`src/rtl/cycle_sequencer_pkg.sv`:
```
// rtl/cycle_sequencer_pkg.sv - shared step, state, prefix and IR field constants
package cycle_sequencer_pkg;

    localparam logic [3:0] T1 = 4'b0001;
    localparam logic [3:0] T2 = 4'b0010;
    localparam logic [3:0] T3 = 4'b0100;
    localparam logic [3:0] T4 = 4'b1000;

    typedef enum logic {
        ST_FETCH = 1'b0,
        ST_EXEC  = 1'b1
    } seq_state_t;

    localparam logic [7:0] PREFIX_CB = 8'hCB;

    localparam int X_MSB = 7;
    localparam int X_LSB = 6;
    localparam int Y_MSB = 5;
    localparam int Y_LSB = 3;
    localparam int Z_MSB = 2;
    localparam int Z_LSB = 0;
    localparam int P_MSB = 5;
    localparam int P_LSB = 4;
    localparam int Q_BIT = 3;

endpackage

```
`src/rtl/cycle_sequencer_ir_field_decode.sv`:
```
// rtl/cycle_sequencer_ir_field_decode.sv - gated one-hot decode of the IR x/y/z/p/q fields
module ir_field_decode
    import cycle_sequencer_pkg::*;
(
    input  logic [7:0] i_IR,
    input  logic       i_Enable,
    output logic [3:0] o_X,
    output logic [7:0] o_Y,
    output logic [7:0] o_Z,
    output logic [3:0] o_P,
    output logic [1:0] o_Q
);

    always_comb begin
        o_X = '0;
        o_Y = '0;
        o_Z = '0;
        o_P = '0;
        o_Q = '0;
        if (i_Enable) begin
            o_X = 4'b0001 << i_IR[X_MSB:X_LSB];
            o_Y = 8'b0000_0001 << i_IR[Y_MSB:Y_LSB];
            o_Z = 8'b0000_0001 << i_IR[Z_MSB:Z_LSB];
            o_P = 4'b0001 << i_IR[P_MSB:P_LSB];
            o_Q = 2'b01 << i_IR[Q_BIT];
        end
    end

endmodule

```
`src/rtl/cycle_sequencer.sv`:
```
// rtl/cycle_sequencer.sv - T-step / M-cycle sequencer with opcode latch and CB prefix tracking
module cycle_sequencer
    import cycle_sequencer_pkg::*;
(
    input  logic       i_Clk,
    input  logic       i_Reset_n,
    input  logic       i_Fetch,
    input  logic       i_Wait,
    input  logic [7:0] i_Bus_Data,
    output logic [3:0] o_Cycle_Step,
    output logic [7:0] o_Cycle_Count,
    output logic       o_Fetch_Cycle,
    output logic [7:0] o_IR,
    output logic       o_Prefix_CB,
    output logic [3:0] o_X,
    output logic [7:0] o_Y,
    output logic [7:0] o_Z,
    output logic [3:0] o_P,
    output logic [1:0] o_Q,
    output logic       o_Seq_Error
);

    seq_state_t r_state;
    logic [3:0] r_step;
    logic [7:0] r_count;
    logic [7:0] r_ir;
    logic       r_prefix_cb;
    logic       r_fetch_sticky;
    logic       r_seq_error;
    logic       w_end_instr;

    // A fetch request seen on T4 itself still ends the instruction this M-cycle.
    assign w_end_instr = r_fetch_sticky | i_Fetch;

    always_ff @(posedge i_Clk or negedge i_Reset_n) begin
        if (!i_Reset_n) begin
            r_state        <= ST_FETCH;
            r_step         <= T1;
            r_count        <= '0;
            r_ir           <= '0;
            r_prefix_cb    <= 1'b0;
            r_fetch_sticky <= 1'b0;
            r_seq_error    <= 1'b0;
        end else if (!i_Wait) begin
            r_step <= {r_step[2:0], r_step[3]};
            if (r_state == ST_FETCH && r_step == T3) begin
                r_ir <= i_Bus_Data;
            end
            if (r_state == ST_EXEC && r_step != T4) begin
                r_fetch_sticky <= r_fetch_sticky | i_Fetch;
            end
            if (r_step == T4) begin
                r_fetch_sticky <= 1'b0;
                if (r_state == ST_FETCH) begin
                    if (r_ir == PREFIX_CB && !r_prefix_cb) begin
                        r_prefix_cb <= 1'b1;
                    end else begin
                        r_state <= ST_EXEC;
                        r_count <= 8'b0000_0001;
                    end
                end else if (w_end_instr) begin
                    r_state     <= ST_FETCH;
                    r_count     <= '0;
                    r_prefix_cb <= 1'b0;
                end else if (r_count[7]) begin
                    // Runaway instruction: force a fetch rather than wrap the count.
                    r_state     <= ST_FETCH;
                    r_count     <= '0;
                    r_prefix_cb <= 1'b0;
                    r_seq_error <= 1'b1;
                end else begin
                    r_count <= {r_count[6:0], 1'b0};
                end
            end
        end
    end

    assign o_Cycle_Step  = r_step;
    assign o_Cycle_Count = r_count;
    assign o_Fetch_Cycle = (r_state == ST_FETCH);
    assign o_IR          = r_ir;
    assign o_Prefix_CB   = r_prefix_cb;
    assign o_Seq_Error   = r_seq_error;

    ir_field_decode u_ir_field_decode (
        .i_IR     (r_ir),
        .i_Enable (r_state == ST_EXEC),
        .o_X      (o_X),
        .o_Y      (o_Y),
        .o_Z      (o_Z),
        .o_P      (o_P),
        .o_Q      (o_Q)
    );

endmodule

```
`config.mk`:
```
export PLATFORM = sky130hd
export DESIGN_NAME = cycle_sequencer
export DESIGN_NICKNAME = d
export VERILOG_FILES = /design/src/rtl/cycle_sequencer_pkg.sv /design/src/rtl/cycle_sequencer_ir_field_decode.sv /design/src/rtl/cycle_sequencer.sv
export SDC_FILE = /design/constraint.sdc
export NUM_CORES = 1
export LEC_CHECK = 0
export CAP_MARGIN = 10
export CORE_MARGIN = 3
export CORE_UTILIZATION = 41
export DETAILED_ROUTE_END_ITERATION = 7
export PLACE_DENSITY = 0.8
export SETUP_SLACK_MARGIN = 0.4
export SLEW_MARGIN = 25
export SYNTH_ARGS = -nofsm -noshare
export SYNTH_HDL_FRONTEND = slang
export SYNTH_SLANG_ARGS = --single-unit
export TNS_END_PERCENT = 50
```
`constraint.sdc`:
```
create_clock -name i_Clk -period 1.8 [get_ports i_Clk]
set_input_delay 0.27 -clock i_Clk [delete_from_list [all_inputs] [get_ports i_Clk]]
set_output_delay 0.27 -clock i_Clk [all_outputs]
set_load 0.005 [all_outputs]
```
==> impl_summary.log <==
INFO  metric cts_htree_levels = 1
INFO  metric yosys_register_bits = 24
INFO  metric grt_setup_unrepaired = true
INFO  metric vias = 1493
INFO  metric layout_worst_path_cycle_share = 91.9%
INFO  metric globalRouteTotalUtil = 21.8%
INFO  metric cts_tree = yes
INFO  metric initial_core_util = 43.0%
INFO  metric router_iterations_before_antenna_repair = 4
INFO  metric placement.io_buffers = 60
INFO  metric die_height = 62.9 um
INFO  metric grt_max_degree = 25
INFO  metric route.antenna.remaining_nets = 0
INFO  metric finClkSkew = 9.41 ps
INFO  metric timing.hold.worst.class = in -> async
INFO  metric r2r_setup_slack = 260 ps
INFO  metric ys.warnings.count = 0
INFO  metric type_of_element_launching_the_critical_path = flop
INFO  metric layout_common_cells = sky130_fd_sc_hd__buf_4, sky130_fd_sc_hd__buf_2, sky130_fd_sc_hd__clkdlybuf4s50_1
INFO  metric final-setup-viol-count = 0
INFO  metric design.die.area = 3950 um2
INFO  metric critPathArrivalTime = 1380 ps
INFO  metric max_clock_freq = 0.605 GHz
INFO  metric hold_viol = 0
INFO  metric postRouteWirelength = 4.43 mm
INFO  metric antenna_cells_inserted = 0
INFO  metric syn_to_final_growth = 80.8%
INFO  metric worstReg2RegStart = r_state
INFO  metric fin_area = 2400 um2
INFO  metric grt.overflow.total = 0
INFO  metric crit_required = 1530 ps
INFO  metric dpl-instance-area = 2020 um2
INFO  metric multi_input_area = 817 um2
INFO  metric drv_cap = 0
INFO  metric number_of_synthesized_flops_with_an_enable_pin = 0
INFO  metric std_cell_rows = 20
INFO  metric clock_insertion_delay_worst_skew = 310 ps
INFO  metric yosys_most_used_dff = sky130_fd_sc_hd__dfrtp_1
INFO  metric final_common_cell = sky130_fd_sc_hd__buf_4
INFO  metric fill_cells = 209
INFO  metric post-route-drc-count = 0
INFO  metric layout-drive-gt1-share = 51.9%
INFO  metric place.detailed.hpwl = 2.69 mm
INFO  metric period_needed = 1650 ps
INFO  metric crit_path_end_kind = primary output
INFO  metric slew_headroom = 72.7%
INFO  metric cts_made_buffers = 3
INFO  metric finalWeightedCongestion = 0.835
INFO  metric clk_pin_slew_worst_paths = 130 ps
INFO  metric powerDensity = 377 nW/um2
INFO  metric post_synth_instance_area = 1330 um2
INFO  metric drt-initial-drc-count = 76
INFO  metric grt_antenna_before_repair = 0
INFO  metric timing.hold.ws = 294 ps
INFO  metric slew_violations = 0
INFO  metric die_x = 62.9 um
INFO  metric netlist_instances = 137
INFO  metric cts-root-buf = sky130_fd_sc_hd__clkbuf_4
INFO  metric ff_latch_area = 614 um2
INFO  metric power.ir.vdd_worst = 432 uV
INFO  metric vias_per_cell = 5.39
INFO  metric wl_per_cell = 16.0 um
INFO  metric worst_r2r_endpoint = o_IR[0]
INFO  metric power.leakage = 1.21 nW
INFO  metric async_set_reset_flop_share_out_of_synthesis = 100%
INFO  metric ys_seq_area_share = 45.4%
INFO  metric worstSetupPathType = reg -> out
INFO  metric cts-hold-fix-buffers = 0
INFO  metric timing.critical_path.cells = inv_2 > buf_12 > nor4_2 > buf_2
INFO  metric worst_path_max_delay_cell = sky130_fd_sc_hd__dfrtp_1
INFO  metric tritoncts_num_sinks = 24
INFO  metric core_region_area = 3080 um2
INFO  metric accumulated_negative_setup_slack = 0 ps
INFO  metric max-clock-path-buffers = 2
INFO  metric top_level_ports = 61
INFO  metric worstRegToRegCells = 7
INFO  metric worst-path-max-fanout = 3
INFO  metric worst_path_largest_cell_delay = 400 ps
INFO  metric grt_pass1_vias = 1482
INFO  metric synth.net_count = 149
INFO  metric syn_area_per_cell = 9.67 um2
INFO  metric final_nets = 246
INFO  metric status = complete, no violations
INFO  metric synth_cell_type_count = 34
INFO  metric grt_pass1_wl = 7.00 mm
INFO  metric worst-slew-pin-transition = 407 ps
[per-stage QoR]
stage / utilization [%] / setup slack, ps / total power, W / instances
finish: 77.8 / 146 / 0.000903 / 277
global route: 77.8 / 66.9 / 0.000944 / 277
CTS: 72.8 / 177 / 0.000897 / 268
detailed placement: 65.8 / -23.5 / 0.000640 / 244
global placement: 65.8 / 70.6 / 0.000638 / 244
floorplan: - / 411 / 0.000581 / 137
[where the power goes]
part	switching (W)	total (W)	internal, W
logic	0.0000529	0.000117	0.0000646
registers	0.00000100	0.000541	0.000540
clock network	0.000158	0.000244	0.0000864
total	0.000212	0.000903	0.000691
[area by class of cell]
class                      count  share of cell area, %
clock buffer                   4                   1.10
inverter                       2                  0.313
multi-input combinational    101                   34.1
sequential                    24                   25.6
tap                           44                   2.30
timing repair buffer         102                   36.6
[what timing repair did]
action / in CTS / in global routing
buffers inserted: 20 / 9
resized for setup: 150 / 24
setup endpoints to repair: 56 / 66
pin swaps: 9 / 11
[registers in the layout, indices dropped and copies added, names as in the netlist]
name	flops
o_Cycle_Count	8
o_Cycle_Step	4
o_IR	8
o_Prefix_CB	1
o_Seq_Error	1
r_fetch_sticky	1
r_state	1
[logic make-up (layout without fill, tap and decap cells)]
logic type / Yosys count / count (layout) / synth area share, %
mux: 12 / 12 / 10.2
flops: 24 / 24 / 45.4
simple gates: 74 / 74 / 32.1
compound gates: 15 / 15 / 7.65
buf+inv: 12 / 108 / 4.63
[worst max-delay path: cells and delay by family, from the launching register on]
kind                   cells  cell delay [ps]
buffers and inverters      3              370
AND/OR/NAND/NOR            1              310
flip-flops                 1              400
[routing by layer]
layer  vias up  share of wire (%)  GRT usage, %
met4         0                1.0          6.61
met5         -                  0             0
met2        76                 53          41.1
li1        692                  -             -
met3         4                5.7          3.42
met1       721                 40          25.1
[cells in the mapped netlist (2+ instances only)]
cell type                  instances  area, um2
sky130_fd_sc_hd__nor2_1           12       45.0
sky130_fd_sc_hd__and3_1            2       12.5
sky130_fd_sc_hd__buf_6             2       22.5
sky130_fd_sc_hd__nor2b_1           3       18.8
sky130_fd_sc_hd__clkbuf_1          6       22.5
sky130_fd_sc_hd__nand2_1           5       18.8
sky130_fd_sc_hd__nand4_1          15       93.8
sky130_fd_sc_hd__nor4b_2           2       30.0
sky130_fd_sc_hd__nand2b_1          4       25.0
sky130_fd_sc_hd__nor3b_1           2       15.0
sky130_fd_sc_hd__and2_1            6       37.5
sky130_fd_sc_hd__nand3_1          10       50.1
sky130_fd_sc_hd__nor3_1            8       40.0
sky130_fd_sc_hd__o21ai_0           7       35.0
sky130_fd_sc_hd__mux2_2           12        135
sky130_fd_sc_hd__dfrtp_1          23        576
[how the worst max path moves through the flow]
stage	startpoint	end	slack, ps	cells past startpoint
6_report	r_state	o_Y[0]	150	4
5_1_grt	r_state	o_Y[0]	70	4
4_1_cts	o_IR[4]	o_IR[4]	180	2
3_5_place_dp	i_Wait	o_Cycle_Count[5]	-20	5
3_3_place_gp	i_Wait	o_Prefix_CB	70	4
2_1_floorplan	i_Wait	o_Prefix_CB	410	5
No activity file was read; power rests on OpenSTA's default activity.
